### src/rtl/gemm_pkg.sv
// gemm_pkg
//   Shared constants and types for the GEMM operand path.
//   GEMM_N / GEMM_WIDTH : default lanes per MAC operand and signed element width
//   elem_t              : one signed element
//   vec_t               : one packed operand vector, lane 0 first
//   occ_e               : ping-pong buffer occupancy (EMPTY, ONE, FULL)
package gemm_pkg;

  localparam int GEMM_N     = 8;
  localparam int GEMM_WIDTH = 16;

  typedef logic signed [GEMM_WIDTH-1:0] elem_t;
  typedef elem_t [0:GEMM_N-1] vec_t;

  typedef enum logic [1:0] {
    OCC_EMPTY = 2'd0,
    OCC_ONE   = 2'd1,
    OCC_FULL  = 2'd2
  } occ_e;

endpackage

### src/rtl/vec_pingpong_buf.sv
// vec_pingpong_buf
//   Two operand buffers used ping-pong style. The writer fills the buffer at
//   wr_ptr lane by lane and commits it with push; the reader drains the buffer
//   at rd_ptr in commit order through the vec_valid/vec_ready handshake.
//   Ports:
//     clk, rst              : clock, synchronous active-high reset
//     lane_we, lane_clr     : per-lane write / zero strobes into the fill buffer
//     wr_a, wr_b            : element pair written to every lane with lane_we set
//     push, push_last       : commit the fill buffer and its dot-product-end flag
//     in_ready              : low only while both buffers wait to be accepted
//     buf_empty             : no committed buffer is pending
//     vec_valid, vec_ready  : output vector handshake
//     vector_A, vector_B    : committed operands of the oldest buffer
//     vec_last              : oldest buffer closes a dot product
module vec_pingpong_buf
  import gemm_pkg::*;
#(
  parameter int N     = GEMM_N,
  parameter int WIDTH = GEMM_WIDTH
) (
  input  logic                           clk,
  input  logic                           rst,
  input  logic [N-1:0]                   lane_we,
  input  logic [N-1:0]                   lane_clr,
  input  logic [WIDTH-1:0]               wr_a,
  input  logic [WIDTH-1:0]               wr_b,
  input  logic                           push,
  input  logic                           push_last,
  output logic                           in_ready,
  output logic                           buf_empty,
  output logic                           vec_valid,
  input  logic                           vec_ready,
  output logic signed [0:N-1][WIDTH-1:0] vector_A,
  output logic signed [0:N-1][WIDTH-1:0] vector_B,
  output logic                           vec_last
);

  occ_e occ, occ_next;
  logic wr_ptr, rd_ptr;
  logic pop;
  logic [1:0] last_q;
  logic [0:N-1][WIDTH-1:0] buf_a [2];
  logic [0:N-1][WIDTH-1:0] buf_b [2];

  assign vec_valid = (occ != OCC_EMPTY);
  assign buf_empty = (occ == OCC_EMPTY);
  assign in_ready  = (occ != OCC_FULL);
  assign pop       = vec_valid && vec_ready;

  // The read side always presents the oldest committed buffer. That buffer is
  // never the write target, so the outputs stay stable while stalled.
  assign vector_A = buf_a[rd_ptr];
  assign vector_B = buf_b[rd_ptr];
  assign vec_last = last_q[rd_ptr];

  always_ff @(posedge clk) begin
    if (rst) begin
      occ <= OCC_EMPTY;
    end else begin
      occ <= occ_next;
    end
  end

  // Occupancy: a commit and a pop in the same cycle cancel out. A push while
  // FULL cannot happen because in_ready is low there.
  always_comb begin
    occ_next = occ;
    unique case (occ)
      OCC_EMPTY: if (push) occ_next = OCC_ONE;
      OCC_ONE: begin
        if (push && !pop)      occ_next = OCC_FULL;
        else if (pop && !push) occ_next = OCC_EMPTY;
      end
      OCC_FULL:  if (pop) occ_next = OCC_ONE;
      default:   occ_next = OCC_EMPTY;
    endcase
  end

  // Lane writes land in the fill buffer; lanes that are neither written nor
  // cleared keep whatever that buffer held from its previous use.
  always_ff @(posedge clk) begin
    if (rst) begin
      wr_ptr <= 1'b0;
      rd_ptr <= 1'b0;
      last_q <= '0;
      for (int k = 0; k < 2; k++) begin
        buf_a[k] <= '0;
        buf_b[k] <= '0;
      end
    end else begin
      for (int i = 0; i < N; i++) begin
        if (lane_we[i]) begin
          buf_a[wr_ptr][i] <= wr_a;
          buf_b[wr_ptr][i] <= wr_b;
        end else if (lane_clr[i]) begin
          buf_a[wr_ptr][i] <= '0;
          buf_b[wr_ptr][i] <= '0;
        end
      end
      if (push) begin
        last_q[wr_ptr] <= push_last;
        wr_ptr         <= ~wr_ptr;
      end
      if (pop) begin
        rd_ptr <= ~rd_ptr;
      end
    end
  end

endmodule

### src/rtl/vec_operand_packer.sv
// vec_operand_packer
//   Packs a stream of scalar signed element pairs into N-lane operand vectors
//   for vec_mac. Lane 0 holds the first pair received. A vector is committed
//   when lane N-1 is written or when in_last arrives early (a short vector).
//   Configuration macro VEC_PACK_ZERO_PAD_EN:
//     defined   : short vectors have their unwritten lanes zeroed, err_align stays 0
//     undefined : short vectors keep stale lanes and set err_align until rst
//   Ports:
//     clk, rst              : clock, synchronous active-high reset
//     in_valid, in_ready    : scalar pair handshake
//     in_a, in_b, in_last   : operand pair and end-of-dot-product marker
//     vec_valid, vec_ready  : vector handshake toward vec_mac
//     vector_A, vector_B    : packed operands
//     vec_last              : vector closes a dot product
//     err_align             : sticky short-vector flag
//     busy                  : any buffer occupied or a vector partly filled
module vec_operand_packer
  import gemm_pkg::*;
#(
  parameter int N     = GEMM_N,
  parameter int WIDTH = GEMM_WIDTH
) (
  input  logic                           clk,
  input  logic                           rst,
  input  logic                           in_valid,
  output logic                           in_ready,
  input  logic signed [WIDTH-1:0]        in_a,
  input  logic signed [WIDTH-1:0]        in_b,
  input  logic                           in_last,
  output logic                           vec_valid,
  input  logic                           vec_ready,
  output logic signed [0:N-1][WIDTH-1:0] vector_A,
  output logic signed [0:N-1][WIDTH-1:0] vector_B,
  output logic                           vec_last,
  output logic                           err_align,
  output logic                           busy
);

  localparam int IW = (N > 1) ? $clog2(N) : 1;

  logic [IW-1:0] fill_idx;
  logic          fire;
  logic          at_end;
  logic          commit;
  logic          short_commit;
  logic          buf_empty;
  logic [N-1:0]  lane_we;
  logic [N-1:0]  lane_clr;

  assign fire         = in_valid && in_ready;
  assign at_end       = (fill_idx == IW'(N - 1));
  assign commit       = fire && (at_end || in_last);
  assign short_commit = fire && in_last && !at_end;
  assign busy         = !buf_empty || (fill_idx != '0);

  // One-hot lane strobe for the pair being transferred, plus the zero mask
  // for lanes beyond it when a short vector is padded.
  always_comb begin
    lane_we  = '0;
    lane_clr = '0;
    for (int i = 0; i < N; i++) begin
      lane_we[i] = fire && (fill_idx == IW'(i));
`ifdef VEC_PACK_ZERO_PAD_EN
      lane_clr[i] = short_commit && (IW'(i) > fill_idx);
`endif
    end
  end

  always_ff @(posedge clk) begin
    if (rst) begin
      fill_idx <= '0;
    end else if (commit) begin
      fill_idx <= '0;
    end else if (fire) begin
      fill_idx <= fill_idx + IW'(1);
    end
  end

`ifdef VEC_PACK_ZERO_PAD_EN
  assign err_align = 1'b0;
`else
  // A short vector is still emitted, but the misalignment is remembered.
  always_ff @(posedge clk) begin
    if (rst) begin
      err_align <= 1'b0;
    end else if (short_commit) begin
      err_align <= 1'b1;
    end
  end
`endif

  vec_pingpong_buf #(
    .N     (N),
    .WIDTH (WIDTH)
  ) u_buf (
    .clk       (clk),
    .rst       (rst),
    .lane_we   (lane_we),
    .lane_clr  (lane_clr),
    .wr_a      (in_a),
    .wr_b      (in_b),
    .push      (commit),
    .push_last (in_last),
    .in_ready  (in_ready),
    .buf_empty (buf_empty),
    .vec_valid (vec_valid),
    .vec_ready (vec_ready),
    .vector_A  (vector_A),
    .vector_B  (vector_B),
    .vec_last  (vec_last)
  );

endmodule

### config.mk
export PLATFORM = sky130hd
export DESIGN_NAME = vec_operand_packer
export DESIGN_NICKNAME = d
export VERILOG_FILES = /design/src/rtl/gemm_pkg.sv /design/src/rtl/vec_pingpong_buf.sv /design/src/rtl/vec_operand_packer.sv
export SDC_FILE = /design/constraint.sdc
export NUM_CORES = 1
export LEC_CHECK = 0
export CAP_MARGIN = 40
export CORE_AREA = 2 2 207 209
export DETAILED_ROUTE_END_ITERATION = 7
export DIE_AREA = 0 0 209 211
export PLACE_DENSITY = 0.79
export SKIP_LAST_GASP = 1
export SLEW_MARGIN = 20
export SYNTH_ARGS = -nofsm -noshare
export SYNTH_HDL_FRONTEND = slang
export SYNTH_SLANG_ARGS = --single-unit
### constraint.sdc
create_clock -name clk -period 5.5 [get_ports clk]
set_input_delay 0.55 -clock clk [delete_from_list [all_inputs] [get_ports clk]]
set_output_delay 0.55 -clock clk [all_outputs]
set_load 0.01 [all_outputs]
==> flow_metrics.env, run 1 <==
export IMPL_avgRoutedWirePerCell_um=23.89
export IMPL_ys_types=42
export IMPL_numCtsBuffers=50
export IMPL_vias_per_cell=5.802
export IMPL_p_per_area_mw_per_mm2=320.2
export IMPL_overflow=0
export IMPL_die_y_um=211
export IMPL_regToRegSetupSlack_ps=2280
export IMPL_crit_slowest_cell="inv_2"
export IMPL_grt_pass1_vias=13720
export IMPL_globalplace_congestion=0.8604
export IMPL_final_util_pct=67.54
export IMPL_cpPeakStageDelay_ps=630
export IMPL_cts_tree="built"
export IMPL_switchingPower_mw=2.027
export IMPL_grt_busiest_layer="met2"
export IMPL_final_common_cell="edfxtp_1"
export IMPL_grt_max_degree=71
export IMPL_initial_core_util_pct=54.35
export IMPL_hp_class="reg -> reg"
export IMPL_path_max_fanout=47
export IMPL_fin_crit_ps=3553
export IMPL_max_cap_viol_count=0
export IMPL_slew_violations=0
export IMPL_syn_to_final_growth_pct=24.27
export IMPL_num_rows=75
export IMPL_ant_nets=0
export IMPL_clkLatencyLatePin_ps=580
export IMPL_vias=13980
export IMPL_seqPwrFrac_pct=50.6
export IMPL_route_detailed_drc=0
export IMPL_syn_cell_area_mm2=0.02270
export IMPL_syn_inst=1581
export IMPL_swShare_pct=22.45
export IMPL_fin_nets=1873
export IMPL_rsz0062_at_grt="no"
export IMPL_clockRootBuffer="clkbuf_16"
export IMPL_core_mm2=0.04176
export IMPL_startpoint_type="flop"
export IMPL_whs_endpoint="err_align"
export IMPL_critPathBufInv=4
export IMPL_die_w_um=209
export IMPL_clkPwrFrac_pct=38.9
export IMPL_max_freq_mhz=281.4
export IMPL_worstSetupEndpointType="output port"
export IMPL_period_share_pct=64.61
export IMPL_status="completed"
export IMPL_internal_power_mw=7.003
export IMPL_setup_tns_ps=0
export IMPL_ys_flop_type="edfxtp_1"
export IMPL_postSynthAreaPerCell_um2=14.36
export IMPL_synthArstFlopShare_pct=0
export IMPL_grtUsageMet3_pct=4.178
export IMPL_clk_path_buf_depth=3
export IMPL_ir_drop_mv=0.2287
export IMPL_synth_area_leaders="edfxtp_1 68%, mux2_2 13%, and2_1 7.9%, nor2_1 3.8%, clkbuf_1 2.0%"
export IMPL_crit_chain="nor2b_2 -> buf_8 -> inv_2 -> buf_4 -> clkdlybuf4s50_1"
export IMPL_worst_ep_required_time_ps=4950
export IMPL_placed_cells=2309
export IMPL_fillers=2724
export IMPL_comb_power_share_pct=10.5
export IMPL_ys_warn_count=0
export IMPL_final_cell_mix="512 x edfxtp_1, 296 x clkdlybuf4s50_1, 288 x and2_1"
export IMPL_tightest_slew_ps=860.6
export IMPL_finalNonFillerCells=2409
export IMPL_grt_use_total_pct=25.55
export IMPL_leakage_nw=10.08
export IMPL_ys_seq_area_share_pct=68.71
export IMPL_htreeDepth=2
export IMPL_holdPathStages=2
export IMPL_synth_edff_count=512
export IMPL_hold_viol=0
export IMPL_yosysTopAreaCell="edfxtp_1"
export IMPL_path_clk_slew_ps=70
export IMPL_ios=298
export IMPL_dpl_hpwl_mm=37.62
export IMPL_io_buffers=297
export IMPL_hp_start="err_align"
export IMPL_antenna_found_initial=2
export IMPL_clock_sinks=523
export IMPL_cp_arrival_ps=3000
export IMPL_grtUsageMet1_pct=34.88
export IMPL_reg2reg_to="u_buf.buf_a[1][57]"
export IMPL_yosys_area_top_type_share_pct=67.74
export IMPL_r2r_start="u_buf.occ[1]"
export IMPL_yosys_register_bits=523
export IMPL_reg2regPathDepth=6
export IMPL_globalRouteMet2Util_pct=41.67
export IMPL_fin_skew_ps=26.95
export IMPL_routed_wl_mm=57.56
export IMPL_post_cts_buffers=0
export IMPL_drt_pass1_iter_count=5
export IMPL_setup_viol=0
export IMPL_cpLargestDelayFamily="buffers and inverters"
export IMPL_syn_nets=1624
export IMPL_hold_buffers=0
export IMPL_drive_gt1_share_pct=21.78
export IMPL_maxSlewHeadroom_pct=42.54
export IMPL_grt_first_pass_wirelength_mm=84.47
export IMPL_die_area_mm2=0.04410
export IMPL_cts_resized=0
export IMPL_drt_iter0_drc=1649
export IMPL_crit_type="reg -> out"
[how the worst max path moves through the flow]
stage,from,end,slack (ps),cells past startpoint
after detailed placement,rst,u_buf.buf_b[1][35],1740,6
after CTS,u_buf.occ[1],in_ready,2030,5
after global placement,rst,u_buf.buf_b[0][35],1680,5
final,u_buf.occ[1],in_ready,1950,5
after global routing,u_buf.occ[1],in_ready,1880,5
after floorplan,in_valid,u_buf.buf_a[0][16],1470,4
[power by group through the flow]
stage / Sequential [mW] / Clock, mW / Combinational (mW)
after floorplan: 4.64 / 0 / 0.438
after global placement: 4.66 / 0 / 0.891
after detailed placement: 4.66 / 0 / 0.927
after CTS: 4.57 / 3.53 / 0.935
after global routing: 4.58 / 3.68 / 0.988
final: 4.57 / 3.51 / 0.944
[synth_stat cells (all sizes together), types with 2 or more instances]
| library cell | number |
|---|---|
| and2 | 288 |
| nor4 | 4 |
| nand3 | 4 |
| nand2b | 2 |
| nor2 | 228 |
| buf | 23 |
| or3b | 2 |
| nand3b | 3 |
| clkbuf | 118 |
| nor4b | 2 |
| nand4 | 66 |
| inv | 9 |
| o21ai | 13 |
| nor3 | 3 |
| or2 | 9 |
| mux2 | 257 |
| edfxtp | 512 |
| ha | 6 |
| a21oi | 4 |
| nor2b | 2 |
| dfxtp | 11 |
[per-layer routing]
metal / wire, µm / part of all wire [%]
met1: 22750 / 40
met2: 27860 / 48
met3: 4965 / 8.6
met4: 1975 / 3.4
met5: 7 / 0.012
[area by class of cell]
cell class,count,area (µm²),share of cell area (%)
timing repair buffer,338,3591,12.73
antenna,1,2.502,0.008873
multi-input combinational,908,6639,23.54
sequential,523,15600,55.31
inverter,9,33.78,0.1198
tap,539,674.4,2.391
clock buffer,60,1310,4.645
clock inverter,31,354.1,1.255
[tightest hold or removal path: cells and delay by family (launching register included)]
kind | cells | cell delay [ps]
AO/OA/AOI/OAI | 1 | 50
flip-flops | 1 | 330
AND/OR/NAND/NOR | 1 | 60
[stage by stage]
stage	cell area (µm²)	hold slack [ps]	total power, mW	worst slack, ps
2_1_floorplan	22700	451.9	5.074	1471
3_3_place_gp	26100	453.6	5.547	1680
3_5_place_dp	26350	453.5	5.582	1742
4_1_cts	28020	471.1	9.040	2030
5_1_grt	28200	497.3	9.249	1878
6_report	28200	469.6	9.030	1947
[logic make-up (layout without fill, tap and decap cells)]
group	Yosys count	count (layout)	synth area share, %
flops	523	523	68.71
buf+inv	150	438	2.613
simple gates	620	620	14.93
xor+xnor	1	1	0.03860
compound gates	23	23	0.5789
fa+ha+maj	6	6	0.3308
other cells	0	1	0
mux	258	258	12.80
[flip-flops by register name (all words and copies together) (netlist names), named ones only]
signal        flops
u_buf.occ         2
fill_idx          3
u_buf.buf_b     256
u_buf.rd_ptr      1
err_align         1
u_buf.last_q      2
u_buf.buf_a     256
u_buf.wr_ptr      1
No activity file was read; power rests on OpenSTA's default activity.
==> inputs of run 2 (changes only) <==
--- a/config.mk
+++ b/config.mk
@@ -6,10 +6,10 @@
 export NUM_CORES = 1
 export LEC_CHECK = 0
 export CAP_MARGIN = 40
-export CORE_AREA = 2 2 207 209
+export CORE_AREA = 2 2 217 219
 export DETAILED_ROUTE_END_ITERATION = 7
-export DIE_AREA = 0 0 209 211
-export PLACE_DENSITY = 0.79
+export DIE_AREA = 0 0 219 221
+export PLACE_DENSITY = 0.75
 export SKIP_LAST_GASP = 1
 export SLEW_MARGIN = 20
 export SYNTH_ARGS = -nofsm -noshare
==> constraint.sdc (replaced) <==
create_clock -name clk -period 3.1 [get_ports clk]
set_input_delay 0.31 -clock clk [delete_from_list [all_inputs] [get_ports clk]]
set_output_delay 0.31 -clock clk [all_outputs]
set_load 0.01 [all_outputs]
==> run 2 against run 1 <==
Compared with the run above: total power grew 74%; final area shrank 0.46%; critical path depth shrank 2; utilization shrank 6.6 points; die area is 9.8% higher; routed wire length up 0.84%; non-clock buffer count is 4 higher; final cell count up 3.2%; worst hold slack worse by 300 ps; worst setup slack lost 1600 ps; critical path type unchanged; highest routed layer is now met4.
==> flow_metrics.env, run 2 (synthesized netlist as in run 1, its figures left out) <==
export IMPL_max_cap_viol_count=0
export IMPL_leakage_nw=9.987
export IMPL_setup_viol=0
export IMPL_grt_pass1_vias=13970
export IMPL_clockRootBuffer="clkbuf_16"
export IMPL_cts_tree="built"
export IMPL_die_y_um=221
export IMPL_total_power_mw=15.71
export IMPL_avgRoutedWirePerCell_um=23.36
export IMPL_status="completed"
export IMPL_maxSlewHeadroom_pct=42.04
export IMPL_vias_per_cell=5.567
export IMPL_hold_viol=0
export IMPL_post_cts_buffers=0
export IMPL_crit_type="reg -> out"
export IMPL_final_util_pct=60.95
export IMPL_ant_nets=0
export IMPL_switchingPower_mw=3.520
export IMPL_max_freq_mhz=368.1
export IMPL_syn_to_final_growth_pct=23.69
export IMPL_globalplace_congestion=0.8363
export IMPL_cp_arrival_ps=2410
export IMPL_fin_skew_ps=10.47
export IMPL_holdPathStages=3
export IMPL_rsz0062_at_grt="no"
export IMPL_placed_cells=2388
export IMPL_clk_path_buf_depth=3
export IMPL_timing_hold_ws_ps=164.7
export IMPL_clkPwrFrac_pct=37.8
export IMPL_ios=298
export IMPL_postLayoutSetupSlackWorst_ps=383.4
export IMPL_clock_sinks=523
export IMPL_dpl_hpwl_mm=36.73
export IMPL_reg2regPathDepth=5
export IMPL_grt_first_pass_wirelength_mm=86.78
export IMPL_fin_nets=1879
export IMPL_largest_registers="u_buf.buf_a x256, u_buf.buf_b x256, fill_idx x3"
export IMPL_place_worst_setup_slack_ps=491.9
export IMPL_drt_pass1_iter_count=7
export IMPL_internal_power_mw=12.19
export IMPL_num_rows=79
export IMPL_overflow=0
export IMPL_grt_max_degree=94
export IMPL_path_max_fanout=93
export IMPL_period_share_pct=87.63
export IMPL_worst_ep_required_time_ps=2790
export IMPL_clkLatencyLatePin_ps=580
export IMPL_swShare_pct=22.40
export IMPL_comb_power_share_pct=10.6
export IMPL_p_per_area_mw_per_mm2=559.6
export IMPL_routed_wl_mm=58.04
export IMPL_hp_class="in -> reg"
export IMPL_numCtsBuffers=52
export IMPL_worstSetupEndpointType="output port"
export IMPL_final_cell_mix="512 x edfxtp_1, 296 x clkdlybuf4s50_1, 288 x and2_1"
export IMPL_die_w_um=219
export IMPL_core_mm2=0.04606
export IMPL_io_buffers=297
export IMPL_grt_use_total_pct=23.98
export IMPL_final_common_cell="edfxtp_1"
export IMPL_seqPwrFrac_pct=51.5
export IMPL_route_detailed_drc=0
export IMPL_ir_drop_mv=0.3703
export IMPL_initial_core_util_pct=49.27
export IMPL_startpoint_type="flop"
export IMPL_tightest_slew_ps=869.4
export IMPL_path_clk_slew_ps=60
export IMPL_drt_iter0_drc=1181
export IMPL_htreeDepth=2
export IMPL_slew_violations=0
export IMPL_die_area_mm2=0.04840
export IMPL_vias=13840
export IMPL_fin_crit_ps=2717
export IMPL_finalNonFillerCells=2485
export IMPL_antenna_found_initial=2
export IMPL_hold_buffers=0
export IMPL_drive_gt1_share_pct=21.22
export IMPL_cts_resized=0
[run 2: critical path, stage by stage, from the launching register on]
cell	delay (ps)
dfxtp_4	390
buf_12	430
mux2_2	440
clkdlybuf4s50_1	490
[run 2: worst paths after layout]
path	endpoint	slack [ps]	startpoint
min	fill_idx[0]	160	in_valid
max reg2reg	u_buf.buf_b[1][52]	870	fill_idx[0]
max	vector_B[116]	380	flop
min reg2reg	u_buf.last_q[1]	480	u_buf.last_q[1]
[run 2: layout make-up]
cell class / count / area (µm²)
Tap cell: 607 / 759.5
Timing Repair Buffer: 342 / 3463
Inverter: 9 / 33.78
Multi-Input combinational cell: 908 / 6639
Fill cell: 3464 / 17990
Antenna cell: 2 / 5.005
Clock inverter: 20 / 168.9
Clock buffer: 74 / 1405
Sequential cell: 523 / 15600
[run 2: layer usage]
layer | part of all wire [%] | GRT usage (%) | vias up
met5 | 0 | 0 | -
met4 | 3.0 | 8.544 | 0
met3 | 7.2 | 4.206 | 99
met2 | 50 | 39.35 | 579
met1 | 40 | 32.20 | 6989
li1 | - | - | 6168
[run 2: power groups by stage]
stage | sequential (mW) | clock, mW | combinational (mW)
final | 8.10 | 5.94 | 1.67
after global routing | 8.12 | 6.27 | 1.75
after CTS | 8.10 | 6.02 | 1.68
after detailed placement | 8.24 | 0 | 1.67
after global placement | 8.23 | 0 | 1.66
after floorplan | 8.22 | 0 | 0.778
[run 2: stage by stage]
step                      instance area [µm²]  TNS, ps
after global placement                  26470        0
final                                   28070        0
after detailed placement                26470        0
after CTS                               28040        0
after floorplan                         22700   -90760
after global routing                    28070        0
